File: config.mk
export PLATFORM = sky130hd
export DESIGN_NAME = mult_pipeline_flat
export DESIGN_NICKNAME = d
export VERILOG_FILES = /design/src/rtl/mult_pipeline_if.sv /design/src/rtl/mult_pipeline.sv /design/src/flat_wrapper.sv
export SDC_FILE = /design/constraint.sdc
export NUM_CORES = 1
export LEC_CHECK = 0
export ABC_AREA = 1
export CAP_MARGIN = 0
export CORE_ASPECT_RATIO = 0.6
export CORE_MARGIN = 2
export CORE_UTILIZATION = 53
export CTS_CLUSTER_SIZE = 12
export DETAILED_ROUTE_END_ITERATION = 12
export MAX_ROUTING_LAYER = met4
export PLACE_DENSITY = 0.68
export SLEW_MARGIN = 5
export SYNTH_ARGS = -nofsm -noshare
export SYNTH_HDL_FRONTEND = slang
export SYNTH_SLANG_ARGS = --single-unit
File: constraint.sdc
create_clock -name clk -period 4.64 [get_ports clk]
set_input_delay 0.928 -clock clk [delete_from_list [all_inputs] [get_ports clk]]
set_output_delay 0.928 -clock clk [all_outputs]
set_load 0.03 [all_outputs]
File: src/rtl/mult_pipeline_if.sv
// Operand/result bundle for mult_pipeline: the upstream source drives the
// operands and data_rdy (master); the multiplier returns result/result_rdy (slave).
interface mult_pipeline_if #(
    parameter int N = 8,
    parameter int M = 8
);
    logic             data_rdy;
    logic [N-1:0]     mult1;
    logic [M-1:0]     mult2;
    logic             result_rdy;
    logic [N+M-1:0]   result;

    modport master (
        output data_rdy, mult1, mult2,
        input  result_rdy, result
    );

    modport slave (
        input  data_rdy, mult1, mult2,
        output result_rdy, result
    );
endinterface

File: src/rtl/mult_pipeline.sv
// Unsigned pipelined shift-and-add multiplier: M register stages, stage k adds
// mult1<<k when multiplier bit k is set; one product per clock, latency M edges.
module mult_pipeline #(
    parameter int N = 8,
    parameter int M = 8
) (
    input  logic          clk,
    input  logic          rstn,
    mult_pipeline_if.slave bus
);
    localparam int W = N + M;

    logic [M-1:0] valid_q;
    logic [W-1:0] acc_q    [M];
    logic [W-1:0] mcand_q  [M];
    logic [M-1:0] mplier_q [M];

    logic [M-1:0] valid_d;
    logic [W-1:0] acc_d    [M];
    logic [W-1:0] mcand_d  [M];
    logic [M-1:0] mplier_d [M];

    // Bubbles load all-zero data so an idle stage never carries stale operands.
    always_comb begin
        valid_d = '0;
        for (int unsigned k = 0; k < M; k++) begin
            acc_d[k]    = '0;
            mcand_d[k]  = '0;
            mplier_d[k] = '0;
        end

        if (bus.data_rdy) begin
            valid_d[0]  = 1'b1;
            mcand_d[0]  = {{M{1'b0}}, bus.mult1};
            mplier_d[0] = bus.mult2;
            acc_d[0]    = bus.mult2[0] ? {{M{1'b0}}, bus.mult1} : '0;
        end

        for (int unsigned k = 1; k < M; k++) begin
            if (valid_q[k-1]) begin
                valid_d[k]  = 1'b1;
                mcand_d[k]  = mcand_q[k-1] << 1;
                mplier_d[k] = mplier_q[k-1] >> 1;
                acc_d[k]    = acc_q[k-1] + (mplier_d[k][0] ? mcand_d[k] : '0);
            end
        end
    end

    always_ff @(posedge clk or negedge rstn) begin
        if (!rstn) begin
            valid_q <= '0;
            for (int unsigned k = 0; k < M; k++) begin
                acc_q[k]    <= '0;
                mcand_q[k]  <= '0;
                mplier_q[k] <= '0;
            end
        end else begin
            valid_q  <= valid_d;
            acc_q    <= acc_d;
            mcand_q  <= mcand_d;
            mplier_q <= mplier_d;
        end
    end

    assign bus.result     = acc_q[M-1];
    assign bus.result_rdy = valid_q[M-1];
endmodule

File: src/flat_wrapper.sv
// flat-port wrapper written by rule: the top's interface ports become plain ports
module mult_pipeline_flat 
#(
    parameter int N = 8,
    parameter int M = 8
)
  (clk, rstn, bus_data_rdy, bus_mult1, bus_mult2, bus_result_rdy, bus_result);
  mult_pipeline_if #(.N(N), .M(M)) bus_i ();
  input  logic clk;
  input  logic rstn;
  input wire logic [$bits(bus_i.data_rdy)-1:0] bus_data_rdy;
  input wire logic [$bits(bus_i.mult1)-1:0] bus_mult1;
  input wire logic [$bits(bus_i.mult2)-1:0] bus_mult2;
  output wire logic [$bits(bus_i.result_rdy)-1:0] bus_result_rdy;
  output wire logic [$bits(bus_i.result)-1:0] bus_result;
  assign bus_i.data_rdy = bus_data_rdy;
  assign bus_i.mult1 = bus_mult1;
  assign bus_i.mult2 = bus_mult2;
  assign bus_result_rdy = bus_i.result_rdy;
  assign bus_result = bus_i.result;
  mult_pipeline #(.N(N), .M(M)) u_core (.clk(clk), .rstn(rstn), .bus(bus_i));
endmodule
# [Word level (Yosys, flattened, before mapping)]
# Cells that the tools add are included.
[totals] regBits=269 in_bits=19 wordCells=68 out_inout_bits=17
[classes] n_addsub=7 muxes=38
[op_table] op="$mux 16" n=14
[op_table] op="$add 16x16->16" n=7
[op_table] op="$mux 15" n=5
[op_table] op="$mux 8" n=3
[op_table] op="$mux 9" n=2
[op_table] op="$mux 1" n=8
[op_table] op="$mux 7" n=1
[op_table] op="$mux 6" n=1
[op_table] op="$mux 5" n=1
[op_table] op="$mux 4" n=1
[op_table] op="$mux 3" n=1
[op_table] op="$mux 2" n=1

# [Depth between registers and ports, before layout]
# Gate-level depths: netlist of run 1.
[depth] ltp_word=3 ltp_mapped=12 mapped_depth_nobuf=11

# [Worst setup path before layout of run 1]
# Ideal clock, no wire load.
[synth_path] path_kind="reg2reg" startpoint="register u_core.mplier_q[33] (netlist name)" endpoint="register u_core.acc_q[56] (netlist name)" n_path_buf=1 required_time_ns=4.523 arrival_ns=1.605 path_stages_with_launch=11 setup_time_ns=0.117 path_slack_ns=2.918 synth_period_minus_slack_ns=1.722 path_cell_list="dfrtp_1 > clkbuf_1 > nand2_1 > inv_1 > ha_1 > fa_1 > nand2_1 > nand2_1 > and2_4 > nor2_1 > nor2_1"
[synth_lines] item="from (decl)" line="mult_pipeline.sv:16" source="logic [M-1:0] mplier_q [M];"
[synth_lines] item="from (signal assigned)" line="mult_pipeline.sv:61" source="mplier_q <= mplier_d;"
[synth_lines] item="to (signal, indexed assignment)" line="mult_pipeline.sv:53" source="acc_q[k] <= '0;"
[synth_lines] item="to (signal assigned)" line="mult_pipeline.sv:59" source="acc_q <= acc_d;"
[synth_lines] item="to (decl)" line="mult_pipeline.sv:14" source="logic [W-1:0] acc_q [M];"

# [Worst setup path after layout of run 1]
[layout_path] startpoint="register u_core.acc_q, in the netlist u_core.bus.result[9]" endpoint="output port bus_result[9]"
[layout_lines] item="to (decl)" line="flat_wrapper.sv:15" source="output wire logic [$bits(bus_i.result)-1:0] bus_result;"
# No word-level cell between the ends.

==> out/qor.csv, run 1 <==
stage;metric;value;unit
yosys;ys.flop_type;dfrtp_1;
yosys;synth-edff-count;0;
floorplan;rows;36;
yosys;synth_xor_area_frac;0;
global_routing;grtUsageMet1;0.3143;
finish;final_common_cell;nand2_1;
floorplan;start_util;0.5463;
yosys;synth_cells;1056;
drt;wl;15220;um
floorplan;dieArea;17990;um^2
clocking;cts_tree;done;
global_routing;first_global_vias;5712;
sta;finalHoldViolCount;0;
clocking;postCtsResizedCells;0;
drt;drt-initial-drc-count;487;
global_routing;grt_overflow;0;
global_routing;grt_pass1_wl;27160;um
yosys;synth_fa_ha_area_frac;0.09247;
worst_setup_path;endpoint_kind;output pin;
power_and_ir_drop;irDropWorstVdd;0.2596;mV
power_and_ir_drop;pwr-share-comb;0.031;
hold_path;hold_depth;2;
worst_setup_path;slowest_delay;670;ps
worst_setup_path;slowest_stage;clkdlybuf4s50_1;
sta;finClkSkew;8.719;ps
yosys;yosysUniqueCellTypes;21;
yosys;synth_top_family_by_area;simple AND/OR/NAND/NOR gates;
global_routing;grt_max_degree;115;
sta;finalSetupViolCount;0;
sta;worst_pin_slew;861.2;ps
clocking;clk_latency;440;ps
flow_run;cap_violations;0;
worst_setup_path;crit_fanout;1;
power_and_ir_drop;intPower;0.002667;W
drt;ant_nets;0;
clocking;cts_num_sinks;191;
floorplan;die_height;104.7;um
drt;vias;5920;
global_routing;top_usage_layer;met1;
power_and_ir_drop;p_sw;0.0007945;W
worst_setup_path;r2r-start;u_core.mplier_q[57];
finish;area_growth;12.45;%
clocking;post_cts_buffers;0;
yosys;synth_simple_gate_area_frac;0.2007;
yosys;synth_area;8957;um^2
sta;period_share;0.5112;
global_routing;grt_antenna_before_repair;0;
worst_setup_path;cp-startpoint;u_core.bus.result[9];
clocking;cts_buffer_depth;2;
worst_setup_path;arrival;1440;ps
outcome;status;finished clean;
worst_setup_path;worst-path-buf-inv;1;
sta;fin_crit;2372;ps
drt;avgViaCountPerCell;4.495;
worst_setup_path;start_kind;register;
drt;wl_per_cell;11.55;um
power_and_ir_drop;swShare;0.2295;
yosys;async_reset_ff_frac;1.000;
clocking;ctsHoldBuffers;0;
floorplan;core-area;16400;um^2
sta;setup-tns-final;0;ps
clocking;clkTransAtPathRegs;70;ps
floorplan;die_w;171.8;um
finish;diodes;0;
worst_setup_path;path_cells;clkdlybuf4s50_1;
finish;layout-drive-gt1-share;0.04408;
placement;hpwl;10970;um
sta;slew_violations;0;
worst_setup_path;rrSetupSlack;2660;ps
global_routing;grtUsageTotal;0.1983;
hold_path;whs_endpoint;u_core.mplier_q[27];
worst_setup_path;worstReg2RegEnd;u_core.acc_q[103];
global_routing;grt_util_met2;0.2516;
placement;portBuffers;35;
worst_setup_path;critPathKind;register to output pin;
yosys;ys_ff_latch;191;
clocking;root_buffer;clkbuf_16;
power_and_ir_drop;pwr-share-clk;0.469;
placement;placed_area;9399;um^2
finish;final_nets;1157;
hold_path;hp-class;register to register;
worst_setup_path;path_delay_family;buffers and inverters;
sta;rsz0062_at_grt;no;
clocking;cts-buffers-inserted;17;
hold_path;hold_path_startpoint;u_core.mplier_q[36];
yosys;synth.area.mux_share;0;
worst_setup_path;r2r_cells;11;
power_and_ir_drop;p_leak;6.588;nW
finish;final_util;0.6143;
power_and_ir_drop;pwr_density_cell;343.7;nW/um^2
worst_setup_path;cp.required;3710;ps
yosys;avgSynthCellArea;8.482;um^2
yosys;syn_nets;1137;
finish;fin_area;10070;um^2
finish;layout_common_cells;324 x nand2_1, 241 x inv_1, 191 x dfrtp_1;
drt;drc;0;
floorplan;pin_count;36;
placement;place_congestion;0.8835;
drt;dr.pass1.iters;5;
yosys;ys_seq_area_frac;0.5336;
yosys;yosys_warnings;0;
clocking;h-tree-depth;4;
global_routing;use_met3;0.04659;
power_and_ir_drop;seq_power_share;0.501;
sta;fmax;0.4216;GHz
yosys;synth_compound_area_frac;0.04763;
sta;slew_headroom;0.4259;
[cells by family after synthesis]
kind of cell,after synthesis
AND/OR/NAND/NOR,447
adder cells (fa/ha/maj),62
buffers and inverters,278
AO/OA/AOI/OAI,78
flip-flops,191
[per-layer routing]
layer,routed length [um],part of all wire
met5,0,0
met4,150,0.0099
met3,574,0.038
met2,5726,0.38
met1,8764,0.58
[state kept, by name, summed over array words and instances (netlist names)]
signal and flops:
u_core.acc_q 83, u_core.mcand_q 56, u_core.mplier_q 28, u_core.bus.result 16
u_core.valid_q 8
[worst max path at each step]
stage / depth (start not counted) / endpoint / slack (ps)
3_5_place_dp: 3 / u_core.acc_q[115] / 2570
6_report: 1 / bus_result[9] / 2270
3_3_place_gp: 3 / u_core.acc_q[117] / 2590
2_1_floorplan: 10 / u_core.acc_q[56] / 2920
4_1_cts: 1 / bus_result[9] / 2240
5_1_grt: 1 / bus_result[9] / 2220
[synthesized netlist by cell type (7+ instances only)]
library cell,n,share of area
nand3_1,29,0.016
fa_1,7,0.016
inv_1,241,0.10
a21oi_1,49,0.027
buf_4,17,0.014
nor2_1,70,0.029
buf_2,14,0.0078
nand3b_1,7,0.0059
nand2_1,324,0.14
ha_1,55,0.077
o21ai_0,15,0.0084
dfrtp_1,191,0.53
[per-stage QoR]
stage / hold slack, ps / worst slack [ps] / std cells / total power, W
floorplan: 412.6 / 2918 / 1056 / 0.001806
global placement: 413.8 / 2593 / 1285 / 0.001872
detailed placement: 417.2 / 2573 / 1285 / 0.001874
CTS: 428.9 / 2237 / 1317 / 0.003501
global route: 446.5 / 2224 / 1317 / 0.003603
finish: 436.0 / 2268 / 1317 / 0.003461
[power by group through the flow]
stage / clock network (W) / registers [W] / logic (W)
after floorplan: 0 / 0.00174 / 0.0000646
after global placement: 0 / 0.00176 / 0.000108
after detailed placement: 0 / 0.00176 / 0.000110
after CTS: 0.00166 / 0.00173 / 0.000111
after global routing: 0.00174 / 0.00174 / 0.000127
final: 0.00162 / 0.00173 / 0.000107
[cell type report]
type,count,area (um^2)
multi-input cells,587,3053
fillers,1409,6324
inverters,241,904.6
clock inverters,15,247.7
flip-flops and latches,191,4780
repair buffers,38,376.6
clock buffers,17,425.4
well taps,228,285.3
Note: power is estimated with default switching activity, not from simulation.
==> inputs of run 2 (changes only) <==
==> constraint.sdc (replaced) <==
create_clock -name clk -period 2.4 [get_ports clk]
set_input_delay 0.48 -clock clk [delete_from_list [all_inputs] [get_ports clk]]
set_output_delay 0.48 -clock clk [all_outputs]
set_load 0.03 [all_outputs]
==> run 2 against run 1 <==
Effect of this change: clock power up 67%; core utilization is 0.32 points lower; non-clock buffer count grew 5; highest routed layer unchanged.
==> out/qor.csv, run 2 (same netlist as run 1, synthesis figures left out) <==
stage;metric;value;unit;change
outcome;status;finished clean;;unchanged
worst_setup_path;crit_fanout;8;;was 1
worst_setup_path;endpoint_kind;register;;was output pin
drt;drc;0;;unchanged
finish;final_common_cell;nand2_1;;unchanged
sta;setup-tns-final;0;ps;unchanged
global_routing;first_global_vias;5787;;was 5712
worst_setup_path;crit_top_cell;nand2_1;;
drt;drt-initial-drc-count;484;;was 487
sta;fmax;0.5162;GHz;
drt;vias;6026;;was 5920
worst_setup_path;cp-startpoint;u_core.mplier_q[33];;was u_core.bus.result[9]
floorplan;start_util;0.5463;;unchanged
drt;wl;15760;um;was 15220 um
finish;diodes;0;;unchanged
worst_setup_path;arrival;2290;ps;was 1440 ps
drt;dr.pass1.iters;4;;was 5
sta;fin_crit;1937;ps;
placement;place_congestion;0.8648;;was 0.8835
drt;ant_nets;0;;unchanged
sta;finalHoldViolCount;0;;unchanged
finish;final.fill_count;1456;;was 1409
finish;layout-drive-gt1-share;0.04666;;was 0.04408
clocking;cts_buffer_depth;2;;unchanged
worst_setup_path;slowest_stage;dfrtp_1;;was clkdlybuf4s50_1
worst_setup_path;worstReg2RegEnd;u_core.acc_q[56];;was u_core.acc_q[103]
clocking;h-tree-depth;4;;unchanged
sta;slew_headroom;0.4358;;was 0.4259
clocking;clkTransAtPathRegs;70;ps;about the same
worst_setup_path;rrSetupSlack;460;ps;was 2660 ps
finish;regMostFlops;u_core.acc_q;;unchanged
finish;largest_register_ffs;83;;unchanged
finish;final-seq-area;4780;um^2;unchanged
sta;slew_violations;0;;unchanged
placement;portBuffers;35;;unchanged
sta;finClkSkew;5.894;ps;was 8.719 ps
finish;final_nets;1162;;was 1157
worst_setup_path;path_cells;nand2_1 -> inv_1 -> ha_1 -> fa_1 -> nand2_1 -> nand2_1 -> and2_4 -> nand2_2 -> nand2_1 -> nor2_1;;was clkdlybuf4s50_1
floorplan;die_height;104.7;um;unchanged
global_routing;grt_max_degree;71;;was 115
placement;hpwl;11420;um;was 10970 um
clocking;ctsHoldBuffers;0;;unchanged
worst_setup_path;r2r-start;u_core.mplier_q[33];;was u_core.mplier_q[57]
power_and_ir_drop;power.total;0.006286;W;was 0.003461 W
drt;wl_per_cell;11.93;um;was 11.55 um
clocking;post_cts_buffers;0;;unchanged
power_and_ir_drop;irDropWorstVdd;0.4581;mV;was 0.2596 mV
clocking;clk_latency;430;ps;was 440 ps
flow_run;cap_violations;0;;unchanged
clocking;cts-buffers-inserted;17;;unchanged
sta;finalSetupViolCount;0;;unchanged
power_and_ir_drop;p_leak;6.567;nW;was 6.588 nW
drt;avgViaCountPerCell;4.562;;was 4.495
finish;area_growth;11.86;%;was 12.45%
finish;multi_input_area;3053;um^2;unchanged
global_routing;grt_overflow;0;;unchanged
global_routing;grtUsageTotal;0.2032;;was 0.1983
floorplan;rows;36;;unchanged
worst_setup_path;cp.required;2750;ps;was 3710 ps
power_and_ir_drop;pwr_density_cell;627.4;nW/um^2;was 343.7 nW/um^2
floorplan;dieArea;17990;um^2;unchanged
worst_setup_path;r2r_cells;10;;was 11
worst_setup_path;critPathKind;register to register;;was register to output pin
global_routing;grt_antenna_before_repair;0;;unchanged
sta;rsz0062_at_grt;no;;unchanged
clocking;root_buffer;clkbuf_16;;unchanged
floorplan;pin_count;36;;unchanged
clocking;cts_num_sinks;191;;unchanged
finish;top_regs;u_core.acc_q: 83 flops, u_core.mcand_q: 56 flops, u_core.mplier_q: 28 flops;;unchanged
worst_setup_path;slowest_delay;470;ps;was 670 ps
global_routing;grt_pass1_wl;28080;um;was 27160 um
clocking;cts_tree;done;;unchanged
sta;period_share;0.8073;;
hold_path;hp-class;input port to asynchronous set/reset pin;;was register to register
finish;layout_common_cells;324 x nand2_1, 241 x inv_1, 191 x dfrtp_1;;unchanged
clocking;postCtsResizedCells;0;;unchanged
floorplan;core-area;16400;um^2;unchanged
sta;worst_pin_slew;846.3;ps;was 861.2 ps
floorplan;die_w;171.8;um;unchanged
worst_setup_path;start_kind;register;;unchanged
==> run 2: through the flow <==
stage	hold slack [ps]	instance area (um^2)	setup WS [ps]	utilization	std cells
after global placement	416.5	9462	543.1	0.5771	1290
final	53.99	10020	462.6	0.6111	1321
after floorplan	184.4	8957	678.3	-	1056
after global routing	93.69	10020	283.7	0.6111	1321
after detailed placement	420.8	9462	484.8	0.5771	1290
after CTS	71.51	10020	454.9	0.6111	1321
==> run 2: worst max-delay path: cells and delay by family (launching register included) <==
| kind | cells | cell delay, ps |
|---|---|---|
| AND/OR/NAND/NOR | 7 | 670 |
| adder cells (fa/ha/maj) | 2 | 670 |
| flip-flops | 1 | 470 |
| buffers and inverters | 1 | 40 |
==> run 2: layer usage <==
layer	up-vias	part of all wire	track usage
met5	-	0	-
met3	14	0.042	0.04811
met2	100	0.38	0.2553
met1	2770	0.57	0.3284
met4	0	0.0097	0.04322
li1	3142	-	-
==> run 2: area by class of cell <==
type                    count  area share
inverters                 241     0.09028
clock buffers              18     0.04283
clock inverters            13     0.01286
flip-flops and latches    191      0.4770
repair buffers             43     0.04383
multi-input cells         587      0.3047
well taps                 228     0.02847
==> run 2: worst max-delay path by stage <==
stage | slack, ps | end | depth (start not counted)
2_1_floorplan | 680 | u_core.acc_q[56] | 10
3_3_place_gp | 540 | u_core.acc_q[73] | 10
3_5_place_dp | 480 | u_core.acc_q[73] | 10
4_1_cts | 450 | u_core.acc_q[56] | 10
5_1_grt | 280 | u_core.acc_q[56] | 10
6_report | 460 | u_core.acc_q[56] | 10
==> run 2: power by group <==
part | switching (W) | leakage [nW] | internal (W)
registers | 0.0000652 | 2.61 | 0.00328
clock network | 0.00126 | 0.273 | 0.00145
logic | 0.000143 | 3.68 | 0.0000846
==> RTL change (config.mk and constraints of run 2) <==
`M` is set to 8 in 3 places; all go to 16.
--- a/src/rtl/mult_pipeline_if.sv
+++ b/src/rtl/mult_pipeline_if.sv
@@ -3,5 +3,5 @@
 interface mult_pipeline_if #(
     parameter int N = 8,
-    parameter int M = 8
+    parameter int M = 16
 );
     logic             data_rdy;
--- a/src/rtl/mult_pipeline.sv
+++ b/src/rtl/mult_pipeline.sv
@@ -3,5 +3,5 @@
 module mult_pipeline #(
     parameter int N = 8,
-    parameter int M = 8
+    parameter int M = 16
 ) (
     input  logic          clk,
--- a/src/flat_wrapper.sv
+++ b/src/flat_wrapper.sv
@@ -3,5 +3,5 @@
 #(
     parameter int N = 8,
-    parameter int M = 8
+    parameter int M = 16
 )
   (clk, rstn, bus_data_rdy, bus_mult1, bus_mult2, bus_result_rdy, bus_result);
Ports: changed (resized bus_mult2 and bus_result); port bits go from 36 to 52. No check against the original RTL was run, so the function may have changed too.
==> RTL change against run 2 <==
- setup slack worse by 170 ps
- wire length rose to 2.7 times the old value
- critical path depth down 9
- worst hold slack better by 350 ps
- synthesized area rose to 2.5 times the old value
- sequential cell count up 328
- sequential share of layout area up 3.5 points
- sequential power rose to 2.7 times the old value
- total power rose to 2.6 times the old value
- maximum frequency down 7.9%
- final area rose to 2.5 times the old value
- first-iteration DRC count up 130%
- largest cell class unchanged
- largest power group unchanged
- highest routed layer unchanged
==> RTL change: results (changes against run 2) <==
| Metric | Value |
|---|---|
| Largest net degree at the start of global routing | `68 (was 71)` |
| Worst path slowest cell | `clkdlybuf4s50_1 (was dfrtp_1)` |
| Global-route wire length before repair | `73500 µm (was 28100 µm)` |
| Dpl ws | `457 ps (was 485 ps)` |
| Minimum hold slack | `407 ps (was 54.0 ps)` |
| VDD IR max | `0.544 mV (was 0.458 mV)` |
| CTS Buffer Depth | `3 (was 2)` |
| 1st-pass router iterations | `7 (was 4)` |
| Largest regs | `u_core.acc_q (239), u_core.mcand_q (120), u_core.mplier_q (120) (was u_core.acc_q (83), u_core.mcand_q (56), u_core.mplier_q (28))` |
| Worst r2r dst | `u_core.acc_q[134]$_DFF_PN0_ (was u_core.acc_q[56]$_DFF_PN0_)` |
| Max FO, Critical Path | `1 (was 8)` |
| Top delay family on crit path | `buffers and inverters (was simple AND/OR/NAND/NOR gates)` |
| GRT Overall Usage | `21.0% (was 20.3%)` |
| Net Sw Frac | `21.4% (was 23.4%)` |
| Vias | `15063 (was 6026)` |
| Routability cong. | `0.886 (was 0.865)` |
| Finished Layout Cells | `3247 (was 1321)` |
| CP Capture Point | `bus_result[3] (was u_core.acc_q[56]$_DFF_PN0_)` |
| R2R setup slack | `420 ps (was 460 ps)` |
| Initial drt markers | `1104 (was 484)` |
| Buffers on Ports | `51 (was 35)` |
| Worst-Skew Late Latency | `590 ps (was 430 ps)` |
| Crit path largest cell delay | `700 ps (was 470 ps)` |
| DRT Wirelength | `42700 µm (was 15800 µm)` |
| Crit. Startpoint | `u_core.bus.result[3]$_DFF_PN0_ (was u_core.mplier_q[33]$_DFF_PN0_)` |
| TritonCTS buffer count | `50 (was 17)` |
| Outcome | `finished clean (unchanged)` |
| DPL Wire Length | `31300 µm (was 11400 µm)` |
| Max H-tree Level | `2 (was 4)` |
| Placement Cell Area | `23900 µm² (was 9460 µm²)` |
| Clk_skew | `36.9 ps (was 5.89 ps)` |
[RTL change: cell types whose count changed after synthesis, moves of 15 or more]
cell	delta
nand2_1	+488
inv_1	+393
dfrtp_1	+328
nor2_1	+72
ha_1	+64
a21oi_1	+57
nand3_1	+31
buf_4	+17
buf_2	+16
o21ai_0	+16
clkbuf_1	+15
[RTL change: final cells by class]
| cell class | instances | area (µm²) | share of cell area (%) |
|---|---|---|---|
| Multi-Input combinational cell | 1371 | 6990 | 27.5 |
| Clock buffer | 59 | 1330 | 5.22 |
| Sequential cell | 519 | 13000 | 51.2 |
| Tap cell | 570 | 713 | 2.81 |
| Timing Repair Buffer | 89 | 866 | 3.41 |
| Inverter | 634 | 2380 | 9.37 |
| Clock inverter | 5 | 129 | 0.508 |
[RTL change: power groups by stage]
stage	Sequential (mW)	Clock (mW)	Combinational (mW)
after global routing	8.95	7.79	0.564
after floorplan	9.04	0	0.222
after global placement	9.10	0	0.480
final	8.94	7.22	0.479
after CTS	8.94	7.42	0.498
after detailed placement	9.10	0	0.494
[RTL change: logic make-up after synthesis]
logic type / after synthesis
buf+inv: 719
compound gates: 166
simple gates: 1070
flops: 519
xor+xnor: 1
fa+ha+maj: 134
[RTL change: repair_timing]
item,CTS,global route
endpoints found under the hold margin,45,0
setup endpoints to repair,0,0
hold buffers,1,0
[RTL change: layer usage]
metal | wire [µm] | GRT usage, % | up-vias
met5 | 0 | - | -
met4 | 605 | 3.97 | 0
met3 | 2610 | 3.98 | 58
met2 | 16200 | 27.6 | 318
met1 | 23300 | 33.4 | 7032
li1 | - | - | 7655
